**config.mk**
```make
export PLATFORM = sky130hd
export DESIGN_NAME = card_dealer
export DESIGN_NICKNAME = d
export VERILOG_FILES = /design/src/rtl/card_pkg.sv /design/src/rtl/deck_lfsr.sv /design/src/rtl/card_dealer.sv
export SDC_FILE = /design/constraint.sdc
export NUM_CORES = 1
export LEC_CHECK = 0
export CORE_ASPECT_RATIO = 1.5
export CORE_MARGIN = 8
export CORE_UTILIZATION = 60
export DETAILED_ROUTE_END_ITERATION = 10
export GPL_ROUTABILITY_DRIVEN = 0
export PLACE_DENSITY = 0.79
export SYNTH_ARGS = -nofsm -noshare
export SYNTH_HDL_FRONTEND = slang
export SYNTH_SLANG_ARGS = --single-unit
```
**constraint.sdc**
```tcl
create_clock -name clk -period 3.6 [get_ports clk]
set_clock_uncertainty 0.05 [all_clocks]
set_input_delay 0.72 -clock clk [delete_from_list [all_inputs] [get_ports clk]]
set_output_delay 0.72 -clock clk [all_outputs]
set_load 0.01 [all_outputs]
```
**src/rtl/card_pkg.sv**
```systemverilog
// Shared types and helpers for the blackjack deck controller, the hand-total
// calculator and the card renderer.
package card_pkg;

    typedef enum logic [2:0] {
        IDLE,
        SHUFFLE,
        PICK,
        PROBE,
        DELIVER
    } state_t;

    localparam int DECK_SIZE      = 52;
    localparam int RANKS_PER_SUIT = 13;

    typedef enum logic {
        PLAYER = 1'b0,
        DEALER = 1'b1
    } dest_t;

    typedef struct packed {
        logic [3:0] rank;
        logic [1:0] suit;
    } card_t;

    // Galois form of x^16+x^14+x^13+x^11+1, shifting right.
    function automatic logic [15:0] lfsr_step(input logic [15:0] s);
        return s[0] ? ((s >> 1) ^ 16'hB400) : (s >> 1);
    endfunction

    // Repeated subtraction avoids a divider for idx/13 and idx%13.
    function automatic card_t decode_card(input logic [5:0] idx);
        card_t      c;
        logic [5:0] r;
        r      = idx;
        c.suit = 2'd0;
        for (int s = 0; s < 3; s++) begin
            if (r >= 6'(RANKS_PER_SUIT)) begin
                r      = r - 6'(RANKS_PER_SUIT);
                c.suit = c.suit + 2'd1;
            end
        end
        c.rank = 4'(r) + 4'd1;
        return c;
    endfunction

endpackage

```
**src/rtl/deck_lfsr.sv**
```systemverilog
// Free-running 16-bit pseudo-random source for card selection.
module deck_lfsr
    import card_pkg::*;
#(
    parameter logic [15:0] SEED = 16'hACE1
) (
    input  logic        clk,
    input  logic        rst,
    output logic [15:0] state
);

    always_ff @(posedge clk) begin
        if (rst) begin
            state <= SEED;
        end else begin
            state <= lfsr_step(state);
        end
    end

endmodule

```
**src/rtl/card_dealer.sv**
```systemverilog
// Deck controller: arbitrates player/dealer draw requests, draws cards without
// replacement from the deck and handles reshuffle.
module card_dealer #(
    parameter int          DECK_SIZE = 52,
    parameter logic [15:0] LFSR_SEED = 16'hACE1
) (
    input  logic       clk,
    input  logic       rst,
    input  logic       player_req,
    input  logic       dealer_req,
    input  logic       shuffle,
    output logic       card_valid,
    output logic       card_dest,
    output logic [3:0] card_rank,
    output logic [1:0] card_suit,
    output logic       empty_reject,
    output logic [5:0] cards_left,
    output logic       busy
);
    import card_pkg::*;

    localparam logic [5:0] DECK_N   = 6'(DECK_SIZE);
    localparam logic [5:0] LAST_IDX = 6'(DECK_SIZE - 1);

    state_t                 state, state_next;
    logic [15:0]            lfsr;
    logic [DECK_SIZE-1:0]   used;
    logic [5:0]             idx;
    logic [5:0]             left;
    logic                   player_pend, dealer_pend, shuffle_pend;
    dest_t                  dest, last_dest, grant_dest;
    card_t                  card;
    logic                   reject;
    logic                   do_shuffle, do_grant, do_pick, do_reject, hit;
    logic                   clear_player, clear_dealer;
    logic                   unused_lfsr_hi;

    deck_lfsr #(.SEED(LFSR_SEED)) u_lfsr (
        .clk   (clk),
        .rst   (rst),
        .state (lfsr)
    );

    assign unused_lfsr_hi = ^lfsr[15:6];

    always_comb begin
        if (player_pend && dealer_pend) begin
            grant_dest = dest_t'(~last_dest);
        end else begin
            grant_dest = dest_t'(dealer_pend);
        end
        do_shuffle   = (state == IDLE) && shuffle_pend;
        do_grant     = (state == IDLE) && !shuffle_pend && (player_pend || dealer_pend);
        do_pick      = do_grant && (left != 6'd0);
        do_reject    = do_grant && (left == 6'd0);
        hit          = (state == PROBE) && !used[idx];
        clear_player = (hit && dest == PLAYER) || (do_reject && grant_dest == PLAYER);
        clear_dealer = (hit && dest == DEALER) || (do_reject && grant_dest == DEALER);
    end

    always_comb begin
        state_next = state;
        case (state)
            IDLE: begin
                if (do_shuffle) begin
                    state_next = SHUFFLE;
                end else if (do_pick) begin
                    state_next = PICK;
                end
            end
            SHUFFLE: state_next = IDLE;
            PICK:    state_next = PROBE;
            PROBE: begin
                if (hit) begin
                    state_next = DELIVER;
                end
            end
            DELIVER: state_next = IDLE;
            default: state_next = IDLE;
        endcase
    end

    always_ff @(posedge clk) begin
        if (rst) begin
            state <= IDLE;
        end else begin
            state <= state_next;
        end
    end

    // Request latching; a pulse on an already-pending side is dropped.
    always_ff @(posedge clk) begin
        if (rst) begin
            player_pend  <= 1'b0;
            dealer_pend  <= 1'b0;
            shuffle_pend <= 1'b0;
        end else begin
            player_pend  <= player_pend ? !clear_player : player_req;
            dealer_pend  <= dealer_pend ? !clear_dealer : dealer_req;
            shuffle_pend <= shuffle || (shuffle_pend && !do_shuffle);
        end
    end

    always_ff @(posedge clk) begin
        if (rst) begin
            used      <= '0;
            left      <= DECK_N;
            dest      <= PLAYER;
            last_dest <= DEALER;
            card      <= '0;
            reject    <= 1'b0;
        end else begin
            reject <= do_reject;
            if (do_shuffle) begin
                used <= '0;
                left <= DECK_N;
            end
            if (do_grant) begin
                dest <= grant_dest;
            end
            if (hit) begin
                used[idx] <= 1'b1;
                left      <= left - 6'd1;
                card      <= decode_card(idx);
            end
            if (state == DELIVER) begin
                last_dest <= dest;
            end
        end
    end

    // Linear probe from the random start slot until a free card is found.
    always_ff @(posedge clk) begin
        if (do_pick) begin
            idx <= (lfsr[5:0] < DECK_N) ? lfsr[5:0] : (lfsr[5:0] - DECK_N);
        end else if (state == PROBE && used[idx]) begin
            idx <= (idx == LAST_IDX) ? 6'd0 : (idx + 6'd1);
        end
    end

    assign card_valid   = (state == DELIVER);
    assign card_dest    = dest;
    assign card_rank    = card.rank;
    assign card_suit    = card.suit;
    assign empty_reject = reject;
    assign cards_left   = left;
    assign busy         = (state != IDLE);

endmodule
```
==> flow_metrics.tcl, run 1 <==
set metrics [dict create \
    synth_top_area_frac 0.375 \
    fin_crit_ps 3240 \
    grt_max_degree 55 \
    fmax_ghz 0.309 \
    crit_path_start_kind "register" \
    end_kind "register" \
    required_ps 3750 \
    rsz0062_at_grt "no" \
    critPathLaunch "idx[0]$_DFFE_PP_" \
    hold_viol_final 0 \
    postCtsSetupRepairBufs 0 \
    ys_types 66 \
    placed_area_um2 5050 \
    dp_hpwl_um 7810 \
    tns_ps 0 \
    numCtsBuffers 9 \
    final_area_um2 5410 \
    cts.sinks 95 \
    max_slew_margin 0.254 \
    power_density_nw_per_um2 545 \
    yosysWarnings 0 \
    die_w_um 88.6 \
    synth-seq-area-share 0.413 \
    grt_pass1_vias 4006 \
    critPathMaxFanout 14 \
    dpl_worst_slack_ps 169 \
    drtIter0Drc 351 \
    min_from "u_lfsr.state[12]$_SDFF_PP0_" \
    status "finished clean" \
    drcViolationCount 0 \
    cp-endpoint "card_rank[1]$_SDFFE_PP0P_" \
    synth.area.top_cells "dfxtp_1 (38%), nor2_1 (6.2%), a22oi_1 (4.9%)" \
    core_um2 7660 \
    slew_violations 0 \
    grt_overflow_total 0 \
    r2r_start "idx[0]$_DFFE_PP_" \
    num_vias 4118 \
    crit_type "reg2reg" \
    cts_max_level 3 \
    synth_most_common_cell "dfxtp_1" \
    synthArstFlopShare 0 \
    synthFlopType "dfxtp_1" \
    ant_nets 0 \
    clockBufferDepth 2 \
    setup_viol 0 \
    die_h_um 125 \
    synth_area_um2 4750 \
    cts_hold_buffers 0 \
    num_io_pins 21 \
    layout-drive-gt1-share 0.124 \
    synth_fp_nets 546 \
    ff2ff_setup_slack_ps 360 \
    dp_cells 632 \
    cts_tree "built" \
    clkLatencyLatePin_ps 350 \
    period_share 0.900 \
    synth_seq_cells 95 \
    antenna_found_initial 0 \
    instances_no_fill 651 \
    vias_per_cell 6.33 \
    yosysTopAreaCell "dfxtp_1" \
    drt_pass1_iterations 7 \
    setup_slack_ps 360 \
    synth_edf_count 6 \
    synth_commonest_cells "dfxtp_1 (89), nor2_1 (79), a22oi_1 (31)" \
    worst_r2r_path_depth 11 \
    dieArea_um2 11100 \
    cp.arrival_ps 3380 \
    max-vdd-ir-drop_v 0.000401 \
    ctsResizeCount 0 \
    avgSynthCellArea_um2 8.92 \
    p_leak_nw 2.00 \
    track_usage 0.217 \
    fin_hold_ws_ps 364 \
    routed_wl_um 11600 \
    rows 39 \
    start_util 0.620 \
    tightest_slew_ps 1110 \
    r2r-end "card_rank[1]$_SDFFE_PP0P_" \
    hold_path_class "reg2reg" \
    diodes 0 \
    syn_to_final_growth_pct 13.9 \
    grt_pass1_wl_um 19300 \
    post_drt_wl_per_cell_um 17.8 \
    clk_pin_slew_ps 70 \
    fillers 615 \
    syn_inst 532 \
    fin_nets 558 \
    port_buffers 20 \
    cap_violations 0 \
    root_buffer "clkbuf_16" \
]
worst max-delay path, cell delays in order (launching register included):
cell      delay [ps]
edfxtp_1         460
buf_4            230
ha_1             220
nor2b_1          300
o211ai_1         180
a41o_1           310
a211oi_2         350
xnor2_1          190
xor2_1           300
ha_1             290
mux2i_1          160
nor2_1            60
worst min path at each step:
| stage | endpoint | cells past startpoint |
|---|---|---|
| after floorplan | u_lfsr.state[11]$_SDFF_PP1_ | 1 |
| after global placement | u_lfsr.state[5]$_SDFF_PP1_ | 1 |
| after detailed placement | u_lfsr.state[6]$_SDFF_PP1_ | 1 |
| after CTS | u_lfsr.state[11]$_SDFF_PP1_ | 1 |
| after global routing | u_lfsr.state[11]$_SDFF_PP1_ | 1 |
| final | u_lfsr.state[11]$_SDFF_PP1_ | 1 |
layout by cell type (no fill, tap or decap), types with 6 or more instances in the layout:
| master | netlist | routed |
|---|---|---|
| inv_1 | 16 | 16 |
| mux4_2 | 6 | 6 |
| nand4_1 | 7 | 7 |
| clkdlybuf4s50_1 | 0 | 19 |
| a22oi_1 | 31 | 31 |
| o21ai_0 | 14 | 14 |
| nor3_1 | 15 | 15 |
| and3_1 | 7 | 7 |
| buf_4 | 2 | 23 |
| clkbuf_16 | 0 | 11 |
| edfxtp_1 | 6 | 6 |
| a32oi_1 | 20 | 20 |
| mux2i_1 | 10 | 10 |
| nand3_1 | 11 | 11 |
| nor2_1 | 79 | 79 |
| nor2b_1 | 19 | 19 |
| nand2_1 | 20 | 20 |
| a21oi_1 | 24 | 24 |
| ha_1 | 9 | 9 |
| a211oi_1 | 6 | 6 |
| or2_2 | 7 | 7 |
| xnor2_1 | 10 | 10 |
| mux2_2 | 8 | 8 |
| dfxtp_1 | 89 | 89 |
| nand2b_1 | 10 | 10 |
flip-flops by register name, summed over array words and instances (netlist names):
register,flops
used,52
u_lfsr.state,16
cards_left,6
idx,6
card_rank,4
state,3
card_suit,2
card_dest,1
dealer_pend,1
empty_reject,1
last_dest,1
player_pend,1
shuffle_pend,1
where the power goes:
| group | switching [W] | internal (W) |
|---|---|---|
| logic | 0.000448 | 0.000297 |
| clock network | 0.000412 | 0.000628 |
| registers | 0.0000510 | 0.00111 |
area by class of cell:
class / instances / area (um^2) / area share
clock inverters: 4 / 55.1 / 0.0102
flip-flops and latches: 95 / 1960 / 0.363
inverters: 16 / 60.1 / 0.0111
repair buffers: 44 / 388 / 0.0717
multi-input cells: 378 / 2540 / 0.469
clock buffers: 12 / 279 / 0.0516
well taps: 102 / 128 / 0.0236
per-stage QoR:
| step | util | total power [W] |
|---|---|---|
| 2_1_floorplan | - | 0.00170 |
| 3_3_place_gp | 0.659 | 0.00188 |
| 3_5_place_dp | 0.659 | 0.00190 |
| 4_1_cts | 0.703 | 0.00294 |
| 5_1_grt | 0.706 | 0.00307 |
| 6_report | 0.706 | 0.00294 |
cells by family (layout without fill, tap and decap cells):
kind of cell / count (synthesis) / in the layout / share of synthesized area
compound gates: 137 / 137 / 0.211
xor+xnor: 12 / 12 / 0.0221
fa+ha+maj: 9 / 9 / 0.0237
buf+inv: 59 / 76 / 0.0525
flops: 95 / 95 / 0.413
mux: 24 / 24 / 0.0685
simple gates: 196 / 196 / 0.209
per-layer routing:
metal  part of all wire  global-route usage  wire [um]  vias up
met3              0.063              0.0531        733       22
met5                  0                   0          0        -
met1               0.42               0.270       4850     1975
met2               0.49               0.344       5690      152
li1                   -                   -          -     1969
met4              0.028              0.0901        323        0
Power figures use the tool's default switching activity.
==> inputs of run 2 (changes only) <==
CTS_CLUSTER_SIZE = 25   (was not set)
SETUP_SLACK_MARGIN = 0.1   (was not set)
==> results of run 2 <==
No change in the layout: final DEF, timing and power equal those of run 1.
==> inputs of run 3 (changes only) <==
CORE_UTILIZATION = 65   (was 60)
PLACE_DENSITY = 0.85   (was 0.79)
clock period = 3.9 ns   (was 3.6 ns; I/O delays follow)
==> run 3 against run 2 <==
Net effect: power shrank 21%; count of clock-buffer cells in the layout is 2 lower; non-clock buffer count fell by 10; critical path type unchanged; register-to-register slack gained 150 ps.
==> flow_metrics.tcl, run 3 (synthesized netlist as in run 1, its figures left out) <==
set metrics [dict create \
    crit_type "reg2reg" \
    postCtsSetupRepairBufs 0 \
    drt_pass1_iterations 6 \
    start_util 0.661 \
    tightest_slew_ps 1060 \
    rsz0062_at_grt "no" \
    root_buffer "clkbuf_8" \
    end_kind "register" \
    dp_hpwl_um 7660 \
    p_leak_nw 1.88 \
    setup_viol 0 \
    clkLatencyLatePin_ps 370 \
    crit_top_cell "ha_1" \
    path_cells "buf_4, inv_1, ha_1, nor2b_1, o211ai_1, a41o_1, a211oi_2, xnor2_1, xor2_1, ha_1, mux2i_1, nor2_1" \
    vias_per_cell 6.45 \
    fin_crit_ps 3390 \
    grt_max_degree 66 \
    cts.sinks 95 \
    num_io_pins 21 \
    period_share 0.870 \
    fin_nets 548 \
    cap_violations 0 \
    slowest_delay_ps 400 \
    hold_path_class "reg2reg" \
    required_ps 4100 \
    num_vias 4112 \
    layout-drive-gt1-share 0.108 \
    hold_depth 1 \
    routed_wl_um 11400 \
    cts_tree "built" \
    drtIter0Drc 504 \
    dieArea_um2 10400 \
    grt_util_met3 0.0442 \
    gr-usage-met1 0.269 \
    grt.busiest_layer "met2" \
    numCtsBuffers 9 \
    ff2ff_setup_slack_ps 510 \
    mostFrequentLayoutCell "dfxtp_1" \
    slew_violations 0 \
    r2r_start "idx[0]$_DFFE_PP_" \
    min_from "u_lfsr.state[6]$_SDFF_PP1_" \
    cp.arrival_ps 3590 \
    status "finished clean" \
    tns_ps 0 \
    ant_nets 0 \
    crit_buf_inv 2 \
    crit_path_start_kind "register" \
    ctsResizeCount 0 \
    power_density_nw_per_um2 452 \
    largest_reg_flops 52 \
    post_drt_wl_per_cell_um 17.8 \
    grt_util_met2 0.358 \
    clk_pin_slew_ps 90 \
    clockBufferDepth 2 \
    syn_to_final_growth_pct 8.78 \
    final_cell_mix "dfxtp_1 (89), nor2_1 (79), a22oi_1 (31)" \
    rows 38 \
    max-vdd-ir-drop_v 0.000359 \
    fin_util 0.719 \
    die_h_um 121 \
    holdPathEnd "u_lfsr.state[5]$_SDFF_PP1_" \
    drcViolationCount 0 \
    max_slew_margin 0.289 \
    antenna_found_initial 0 \
    diodes 0 \
    grt_overflow_total 0 \
    grt_pass1_wl_um 18700 \
    r2r-end "card_rank[1]$_SDFFE_PP0P_" \
    core_um2 7180 \
    fmax_ghz 0.295 \
    hold_viol_final 0 \
    port_buffers 20 \
    grt_pass1_vias 3797 \
    worst_r2r_path_depth 12 \
    critical_path.top_delay_family "compound AO/OA/AOI/OAI gates" \
    die_w_um 85.8 \
    slowest_stage "edfxtp_1" \
    top_regs "used: 52 flops, u_lfsr.state: 16 flops" \
    regMostFlops "used" \
    cts_hold_buffers 0 \
    cts_max_level 3 \
    track_usage 0.221 \
    critPathMaxFanout 15 \
]
[run 3: changes by cell type in the layout (fill, tap and decap cells not counted)]
cell,change
clkinv_2,+3
clkbuf_8,+9
inv_6,-1
clkbuf_1,-1
clkbuf_16,-10
buf_4,-9
buf_12,-1
bufinv_16,-1
[run 3: worst max-delay path by stage]
stage                                start                        end  slack, ps  cells after the start
after detailed placement  idx[0]$_DFFE_PP_  card_rank[1]$_SDFFE_PP0P_        570                     12
after global placement    idx[0]$_DFFE_PP_  card_rank[2]$_SDFFE_PP0P_        680                     12
final                     idx[0]$_DFFE_PP_  card_rank[1]$_SDFFE_PP0P_        510                     12
after floorplan           idx[1]$_DFFE_PP_  card_rank[1]$_SDFFE_PP0P_        660                     12
after CTS                 idx[0]$_DFFE_PP_  card_rank[1]$_SDFFE_PP0P_        530                     12
after global routing      idx[0]$_DFFE_PP_  card_rank[2]$_SDFFE_PP0P_        260                     12
[run 3: power by group]
| group | switching (W) | internal, W | total (W) |
|---|---|---|---|
| sequential | 0.0000583 | 0.00102 | 0.00108 |
| combinational | 0.000392 | 0.000252 | 0.000644 |
| clock | 0.000341 | 0.000266 | 0.000607 |
| total | 0.000791 | 0.00154 | 0.00233 |
[run 3: per-layer routing]
metal | part of all wire | vias to the layer above
li1 | - | 1952
met1 | 0.42 | 1934
met2 | 0.49 | 190
met3 | 0.062 | 36
met4 | 0.031 | 0
met5 | 0 | -
[run 3: worst register-to-register path, cell delays in order, from the launching register on]
cell and delay (ps):
edfxtp_1 400, buf_4 220, inv_1 100, ha_1 250, nor2b_1 380, o211ai_1 190, a41o_1 310, a211oi_2 360
xnor2_1 190, xor2_1 320, ha_1 290, mux2i_1 150, nor2_1 60
[run 3: area by class of cell]
type	count	area [um^2]
inverters	16	60.1
clock buffers	10	149
repair buffers	34	300
fillers	529	2020
clock inverters	5	31.3
flip-flops and latches	95	1960
well taps	100	125
multi-input cells	378	2540
[run 3: stage by stage]
stage          worst slack, ps  total power (W)  hold slack (ps)  instances  instance area, um^2
4_1_cts                    534          0.00233              364        638                 5160
3_5_place_dp               574          0.00173              346        623                 4980
5_1_grt                    259          0.00244              381        638                 5160
6_report                   507          0.00233              361        638                 5160
2_1_floorplan              661          0.00157              339        532                 4750
3_3_place_gp               680          0.00171              350        623                 4980
